File: src/rtl/subleq_mem_bridge_pkg.sv
// subleq_mem_bridge_pkg: bridge FSM encoding and the I/O addresses shared with the core's test programs.
package subleq_mem_bridge_pkg;
  typedef logic [1:0] state_t;
  localparam state_t ST_IDLE    = 2'd0;
  localparam state_t ST_ACCESS  = 2'd1;
  localparam state_t ST_IO_WAIT = 2'd2;
  localparam state_t ST_RSP     = 2'd3;
  localparam logic [15:0] DEF_IO_OUT_ADDR = 16'hFFFE;
  localparam logic [15:0] DEF_IO_IN_ADDR  = 16'hFFFF;
endpackage

File: src/rtl/sync_ram.sv
// sync_ram: single-port RAM with one write port and a registered read, no reset on contents.
module sync_ram #(
  parameter int W     = 16,
  parameter int DEPTH = 256
) (
  input  logic                     clk,
  input  logic                     we,
  input  logic [$clog2(DEPTH)-1:0] addr,
  input  logic [W-1:0]             wdata,
  output logic [W-1:0]             q
);
  logic [W-1:0] mem [DEPTH];
  always_ff @(posedge clk) begin
    if (we) mem[addr] <= wdata;
    q <= mem[addr];
  end
endmodule

File: src/rtl/subleq_mem_bridge.sv
// subleq_mem_bridge: SUBLEQ bus memory agent serving RAM plus a memory-mapped output latch and input port.
module subleq_mem_bridge
  import subleq_mem_bridge_pkg::*;
#(
  parameter int DATA_ADDR_WIDTH = 16,
  parameter int MEM_DEPTH       = 256,
  parameter logic [DATA_ADDR_WIDTH-1:0] IO_OUT_ADDR = DATA_ADDR_WIDTH'(DEF_IO_OUT_ADDR),
  parameter logic [DATA_ADDR_WIDTH-1:0] IO_IN_ADDR  = DATA_ADDR_WIDTH'(DEF_IO_IN_ADDR)
) (
  input  logic                       CLOCK,
  input  logic                       RESET_bar,
  input  logic                       REQ_VALID,
  input  logic                       REQ_WRITE,
  input  logic [DATA_ADDR_WIDTH-1:0] REQ_ADDR,
  input  logic [DATA_ADDR_WIDTH-1:0] REQ_WDATA,
  output logic                       RSP_VALID,
  output logic [DATA_ADDR_WIDTH-1:0] RSP_RDATA,
  output logic [DATA_ADDR_WIDTH-1:0] IO_OUT,
  output logic                       IO_OUT_STB,
  input  logic [DATA_ADDR_WIDTH-1:0] IO_IN,
  input  logic                       IO_IN_VALID,
  output logic                       IO_IN_ACK
);
  localparam int AW = $clog2(MEM_DEPTH);
  localparam logic [DATA_ADDR_WIDTH:0] DEPTH_W = (DATA_ADDR_WIDTH+1)'(MEM_DEPTH);
  state_t state;
  logic wr;
  logic [DATA_ADDR_WIDTH-1:0] addr, wdata, ram_q;
  logic req_ram, lat_ram, ram_we;
  assign req_ram   = {1'b0, REQ_ADDR} < DEPTH_W;
  assign lat_ram   = {1'b0, addr} < DEPTH_W;
  assign ram_we    = RESET_bar && state == ST_IDLE && REQ_VALID && REQ_WRITE && req_ram;
  assign RSP_VALID = state == ST_RSP;
  // RAM is addressed straight from the bus so its registered output is ready in ACCESS
  sync_ram #(.W(DATA_ADDR_WIDTH), .DEPTH(MEM_DEPTH)) u_ram (
    .clk(CLOCK), .we(ram_we), .addr(REQ_ADDR[AW-1:0]), .wdata(REQ_WDATA), .q(ram_q)
  );
  always_ff @(posedge CLOCK) begin
    if (state == ST_IDLE && REQ_VALID) begin
      wr    <= REQ_WRITE;
      addr  <= REQ_ADDR;
      wdata <= REQ_WDATA;
    end
  end
  always_ff @(posedge CLOCK) begin
    if (!RESET_bar) begin
      state      <= ST_IDLE;
      RSP_RDATA  <= '0;
      IO_OUT     <= '0;
      IO_OUT_STB <= 1'b0;
      IO_IN_ACK  <= 1'b0;
    end else begin
      IO_OUT_STB <= 1'b0;
      IO_IN_ACK  <= 1'b0;
      case (state)
        ST_IDLE: if (REQ_VALID) begin
          if (REQ_WRITE && REQ_ADDR == IO_OUT_ADDR) begin
            IO_OUT     <= REQ_WDATA;
            IO_OUT_STB <= 1'b1;
          end
          state <= (!REQ_WRITE && REQ_ADDR == IO_IN_ADDR) ? ST_IO_WAIT : ST_ACCESS;
        end
        ST_ACCESS: begin
          RSP_RDATA <= wr ? wdata : lat_ram ? ram_q : addr == IO_OUT_ADDR ? IO_OUT : '0;
          state     <= ST_RSP;
        end
        ST_IO_WAIT: if (IO_IN_VALID) begin
          RSP_RDATA <= IO_IN;
          IO_IN_ACK <= 1'b1;
          state     <= ST_RSP;
        end
        default: state <= ST_IDLE;
      endcase
    end
  end
endmodule

File: config.mk
export PLATFORM = sky130hd
export DESIGN_NAME = subleq_mem_bridge
export DESIGN_NICKNAME = d
export VERILOG_FILES = /design/src/rtl/subleq_mem_bridge_pkg.sv /design/src/rtl/sync_ram.sv /design/src/rtl/subleq_mem_bridge.sv
export SDC_FILE = /design/constraint.sdc
export NUM_CORES = 2
export LEC_CHECK = 0
export CAP_MARGIN = 10
export CORE_MARGIN = 2
export CORE_UTILIZATION = 30
export DETAILED_ROUTE_END_ITERATION = 8
export SKIP_CTS_REPAIR_TIMING = 1
export SLEW_MARGIN = 25
export SYNTH_ARGS = -nofsm -noshare
export SYNTH_HDL_FRONTEND = slang
export SYNTH_SLANG_ARGS = --single-unit
File: constraint.sdc
create_clock -name CLOCK -period 8.39 [get_ports CLOCK]
set_input_delay 2.517 -clock CLOCK [delete_from_list [all_inputs] [get_ports CLOCK]]
set_output_delay 2.517 -clock CLOCK [all_outputs]
set_load 0.03 [all_outputs]
# Word-level counts from Yosys, hierarchy flattened

Memory sizes are Yosys's and may differ from the RTL's. A register that Yosys moved wholly into a read port is not among the register bits.
Index checks and enable logic that the tools add are counted.

Register bits: 69
Latch bits: 0
Memory bits (writable): 4096
ROM bits: 0
Input bits: 53
Output and inout port bits: 35
Word-level logic and storage cells: 47
Memories kept: 1

Memory list:

| name      | words | bits a word | rd ports | clocked after Yosys merged registers in | wr ports | RTL line       | source |
|---|---|---|---|---|---|---|---|
| u_ram.mem | 256   | 16          | 1        | 1                                       | 1        | sync_ram.sv:12 | `logic [W-1:0] mem [DEPTH];` |

Add/sub/neg operators: 0
Multipliers: 0
Div/mod/pow operators: 0
Order comparisons: 2
Equality and inequality tests: 8
Shifts and indexed selects: 0
Mux-type cells: 13
Bitwise gates (word level): 0
Reductions and logical operators: 15

Operators with widths:

| kind                                                | count |
|---|---|
| two-way mux 16 bit                                  | 4 |
| equality test 16 bit, second input constant         | 3 |
| < comparator 16 x 9 -> 1 bit, second input constant | 2 |
| case mux 16 bit (2 select lines)                    | 1 |
| logical AND 1 bit                                   | 7 |
| two-way mux 2 bit                                   | 3 |
| case mux 2 bit (3 select lines)                     | 1 |
| AND reduction 2 bit                                 | 3 |
| AND reduction 3 bit                                 | 2 |
| equality test 2 bit, second input constant          | 2 |
| two-way mux 1 bit                                   | 4 |
| != test 2 bit, second input constant                | 2 |
| equality test 2 x 1 -> 1 bit, second input constant | 1 |
| zero test 2 bit                                     | 1 |
| nonzero test 2 bit                                  | 1 |
| zero test 1 bit                                     | 1 |

# Longest topological paths before layout

Word-level depth: 7
Depth in mapped cells: 10
Mapped depth without buffers: 8

# By module

Synthesis repeated with hierarchy kept, for this count alone.

Cell total of the unflattened synthesis: 7002
Area total of the unflattened synthesis: 158470.7 µm²

Modules (own cells, without submodules):

| module            | times used | cells an instance | area an instance (µm²) | sequential area each (µm²) |
|---|---|---|---|---|
| sync_ram          | 1          | 6727              | 155399.0               | 123318.3 |
| subleq_mem_bridge | 1          | 275               | 3071.7                 | 1711.6 |

# Worst setup path after synthesis

OpenSTA, ideal clock, no wires.

Path kind: in2reg
Start point: input port REQ_ADDR[0]
End point: memory u_ram.mem[105][0], enable pin
Setup time: 0.388 ns
Arrival: 4.724 ns
Data required time: 8.002 ns
Path slack: 3.278 ns
Stages on the path: 8
Path buffers: 5
Path through: clkbuf_1 > buf_6 > buf_2 > buf_2 > nor3b_1 > nand2_1 > clkbuf_1 > nor2_1

Longest elaborated chain between the ends: 4

Ends and longest elaborated chain:

| item                                    | RTL line                | source |
|---|---|---|
| start: declaration                      | subleq_mem_bridge.sv:14 | `input logic [DATA_ADDR_WIDTH-1:0] REQ_ADDR,` |
| < comparator 16 x 9 -> 1 bit            | subleq_mem_bridge.sv:30 | `assign req_ram = {1'b0, REQ_ADDR} < DEPTH_W;` |
| logical AND 1 bit                       | subleq_mem_bridge.sv:32 | `assign ram_we = RESET_bar && state == ST_IDLE && REQ_VALID && REQ_WRITE && req_ram;` |
| two-way mux 1 bit                       | sync_ram.sv:14          | `if (we) mem[addr] <= wdata;` |
| two-way mux 1 bit (not written as such) | sync_ram.sv:14          |  |
| end: declaration                        | sync_ram.sv:12          |  |

Several ways; a longest one is shown, not always the timed one.

# Worst setup path in the final report

Start point: input port REQ_ADDR[8]
End point: memory u_ram.mem[33][1], enable pin

Longest elaborated chain between the ends: 4

Ends and longest elaborated chain:

| item                                    | RTL line |
|---|---|
| < comparator 16 x 9 -> 1 bit            | subleq_mem_bridge.sv:30 |
| logical AND 1 bit                       | subleq_mem_bridge.sv:32 |
| two-way mux 1 bit                       | sync_ram.sv:14 |
| two-way mux 1 bit (not written as such) | sync_ram.sv:14 |

No other way between the ends.

==> summary by stage <==
Global route
The maximum number of pins on one net before global-route repair is 169. The remaining global-route overflow is 0. The initial antenna violation count was 12.

The global-route wire length before repair is 592000 um. The number of global-route vias before repair came to roughly 77000. Across every metal layer, demand over resource in global routing totals 15.3%.

Logic synthesis
The cell area that synthesis handed to floorplanning was roughly 160000 um^2. For this run, the number of Yosys warnings is 0. Synthesis handed over a netlist of between 6000 and 7000 instances. The synthesized design contains 4181 register bits. The share of the Yosys chip area taken by registers is 79.1%. Averaged over all synthesized cells, the footprint is 22.7 um^2. The post-synthesis cell type with the largest combined area is edfxtp_1. The post-synth net total is 7019. By area the synthesized netlist is led by edfxtp_1, mux4_2, a22oi_1, a21oi_1, nor2_1. The top-area cell type share of the netlist area is 78.4%. The number of distinct library cells after synthesis is 35.

Cells and area
The number of nets in the layout is between 7000 and 8000. The multi-input combinational cells in the finished layout cover a total of 31500 um^2. The post-route netlist has 27.8% of its cells at a drive strength greater than 1. The number of filler instances in the final layout is 47600. The area growth from synthesis to layout is 16.4%.

The storage element area is between 100000 and 150000 um^2.

Status
The flow ran to the end, and the final reports show no timing, DRC or antenna violations.

STA
The post-route clock skew is 41.8 ps. The hold violation total from the final report is 0. The maximum clock frequency is 0.164 GHz.

The count of pins over their slew limit is 0. The final period utilization is between 70% and 80%. The worst slew margin relative to its limit is 14.7%. The worst-margin pin slew is ~1300 ps. Setup repair after global routing left no endpoint under its margin. Setup total negative slack on the finished layout was measured at 0 ps. The post-layout minimum cycle time is 6100 ps. Setup violations remaining at the end of the flow were counted as 0.

Critical path
The worst register-to-register path has a setup slack of roughly 3800 ps. STA classifies the critical path endpoint as a register. In this run the critical register-to-register path is launched from state[0]. The critical path in this run is classified as in -> reg. Along the worst path, the maximum fanout reaches 17. At the worst endpoint, the arrival time is just under 7000 ps. The endpoint identified for the worst register-to-register timing path is u_ram.mem[33][1]. Measured in cells, the most critical reg-to-reg path has a length of 9.

STA classifies the critical path startpoint as an input port. The data required time at the worst endpoint is 9060 ps.

Die
The die is 730 um tall. The number of top-level pins is between 80 and 90. The floorplan die width is 730 um. The floorplan has 266 rows. For this configuration, the core starts out at a cell density of 30.1%. The die covers 533000 um^2. The core region is 525000 um^2.

Clock network
The clock passes through at most 4 buffers. The TritonCTS buffer count is approximately 420. The level count of the clock H-tree is 5.

The clock-pin slew on the worst setup and hold paths is 60 ps. The clock network latency to the later pin of the worst-skew pair is 980 ps. The number of sinks driven by the clock tree is 4181.

The clock tree from TritonCTS is built. The tree is rooted in a clkbuf_16.

Hold path
For hold timing, the worst endpoint is RSP_RDATA[7]. The startpoint identified for the worst hold timing path is RSP_RDATA[7]. The type of the worst min-delay path is reg -> reg.

The worst hold path passes through 2 cells.

Placement
Port buffering added between 80 and 90 buffers. The HPWL after detailed placement is 245000 um. The routability congestion estimate from global placement is 0.829.

Power
The static leakage is 55.8 nW. For this design the ratio of total power to cell area is 240 nW/um^2. The net switching component of the power is 9.41 mW.

In this run switching power makes up 21.4% of total power. Per report_power, the sequential group accounts for 52.3% of the total. Of the total power, the clock network draws between 40% and 50%. The sum of internal, switching and leakage power is 44.1 mW.

The combinational fraction of design power is 5.1%. The worst ir drop on vdd is 0.000172 V. The internal power component is 34.7 mW.

Flow run
The tool flagged a number of max-cap violations equal to 0.

Route
In the final routed layout, each cell accounts on average for roughly 28 um. The number of vias after detailed routing is 77000. The count of nets left with antenna violations once routing finished came out at 0.

The detailed-routing iteration count for the pre-antenna-repair pass is 8. The first-iteration detailed-routing DRC count is 10800. The total wire length after detailed routing is 421000 um. After detailed routing, the number of vias per cell comes to 5.20.

The number of remaining DRC errors is 0.
-- placed cells by master, fill, tap and decap left out, drive strengths merged --
| cell | n |
|---|---|
| mux2i | 16 |
| bufinv | 51 |
| a22oi | 528 |
| buf | 453 |
| nor3 | 2 |
| nand3 | 1 |
| nand2b | 2 |
| diode | 6 |
| inv | 15 |
| clkbuf | 502 |
| nor4 | 4 |
| mux4 | 1024 |
| o41ai | 64 |
| clkdlybuf4s50 | 69 |
| nor3b | 2 |
| nand4bb | 1 |
| a21oi | 276 |
| nand4 | 22 |
| and2 | 4 |
| nand4b | 2 |
| ha | 4 |
| or4 | 2 |
| clkinvlp | 29 |
| clkinv | 180 |
| a31oi | 1 |
| nor2b | 7 |
| or2 | 1 |
| o22ai | 1 |
| nand2 | 67 |
| and3 | 1 |
| nor2 | 281 |
| dfxtp | 52 |
| edfxtp | 4129 |
| o221ai | 16 |
| a21o | 1 |
| o21ai | 17 |
-- cells by family after synthesis --
| family | Yosys count | synth area share, % |
|---|---|---|
| AND/OR/NAND/NOR | 399 | 1.04 |
| multiplexers | 1040 | 14.7 |
| buffers and inverters | 434 | 1.24 |
| AO/OA/AOI/OAI | 904 | 3.89 |
| adder cells (fa/ha/maj) | 4 | 0.0317 |
| flip-flops | 4181 | 79.1 |
-- Yosys cell counts --
master	count
o221ai_1	16
a21oi_1	276
a21o_1	1
nand4bb_1	1
clkinv_1	1
buf_6	20
dfxtp_1	52
a22oi_1	528
or4_1	2
nor4_1	4
a31oi_1	1
and3_1	1
nand3_1	1
nand4_1	22
nor2_1	281
o41ai_1	64
nor3b_1	2
mux4_2	1024
edfxtp_1	4129
buf_2	75
clkbuf_1	262
buf_1	48
nor2b_1	7
o22ai_1	1
o21ai_0	17
nand2_1	67
and2_1	4
nand2b_1	2
inv_1	4
mux2i_1	16
nand4b_1	2
nor3_1	2
or2_2	1
ha_1	4
buf_4	24
-- power by group through the flow --
stage	clock network [mW]	registers, mW	logic (mW)
3_5_place_dp	0	23.5	2.28
4_1_cts	19.0	23.1	2.29
2_1_floorplan	0	23.5	1.09
5_1_grt	19.8	23.1	2.38
6_report	18.7	23.1	2.26
3_3_place_gp	0	23.5	2.24
-- cell type report --
| class | count | area share [%] |
|---|---|---|
| clock inverter | 270 | 1.49 |
| multi-input combinational | 2347 | 17.1 |
| antenna | 6 | 0.00816 |
| tap | 6968 | 4.74 |
| clock buffer | 502 | 5.99 |
| sequential | 4181 | 68.0 |
| timing repair buffer | 522 | 2.63 |
| inverter | 5 | 0.0102 |
-- flip-flops by register name, indices dropped and copies added (netlist names) --
| signal | cells |
|---|---|
| IO_OUT_STB | 1 |
| state | 2 |
| u_ram.mem | 4096 |
| RSP_RDATA | 16 |
| addr | 16 |
| IO_IN_ACK | 1 |
| wdata | 16 |
| wr | 1 |
| u_ram.q | 16 |
| IO_OUT | 16 |
-- critical path, stage by stage --
cell	delay, ps
clkdlybuf4s50_1	450
nor4_1	410
nand4b_1	600
nor3b_1	1020
nand2_4	670
nor2_1	720
buf_4	310
-- worst max path at each step --
| stage | startpoint | to | slack, ps |
|---|---|---|---|
| 5_1_grt | REQ_WRITE | u_ram.mem[33][1] | 2130 |
| 3_3_place_gp | REQ_VALID | u_ram.mem[33][1] | 1110 |
| 3_5_place_dp | REQ_ADDR[8] | u_ram.mem[33][1] | 1330 |
| 6_report | REQ_ADDR[8] | u_ram.mem[33][1] | 2290 |
| 2_1_floorplan | REQ_ADDR[0] | u_ram.mem[105][0] | 3280 |
| 4_1_cts | REQ_ADDR[8] | u_ram.mem[177][3] | 2360 |
-- per-layer routing --
metal / up-vias / track usage, % / wire, um
met5: - / 0 / 48
met4: 8 / 4.72 / 14300
met3: 610 / 2.92 / 36500
met2: 3801 / 24.6 / 200000
met1: 41600 / 21.2 / 170000
li1: 31000 / - / -
-- per-stage QoR --
stage	setup slack, ps	hold slack, ps	utilization, %	instance area [um^2]	instances
finish	2290	455	35.0	184000	14800
global route	2130	478	35.0	184000	14800
CTS	2360	454	35.0	184000	14800
detailed placement	1330	447	32.4	170000	14000
global placement	1110	443	32.4	170000	14000
floorplan	3280	466	-	158000	6962
No activity file was read; power rests on OpenSTA's default activity.
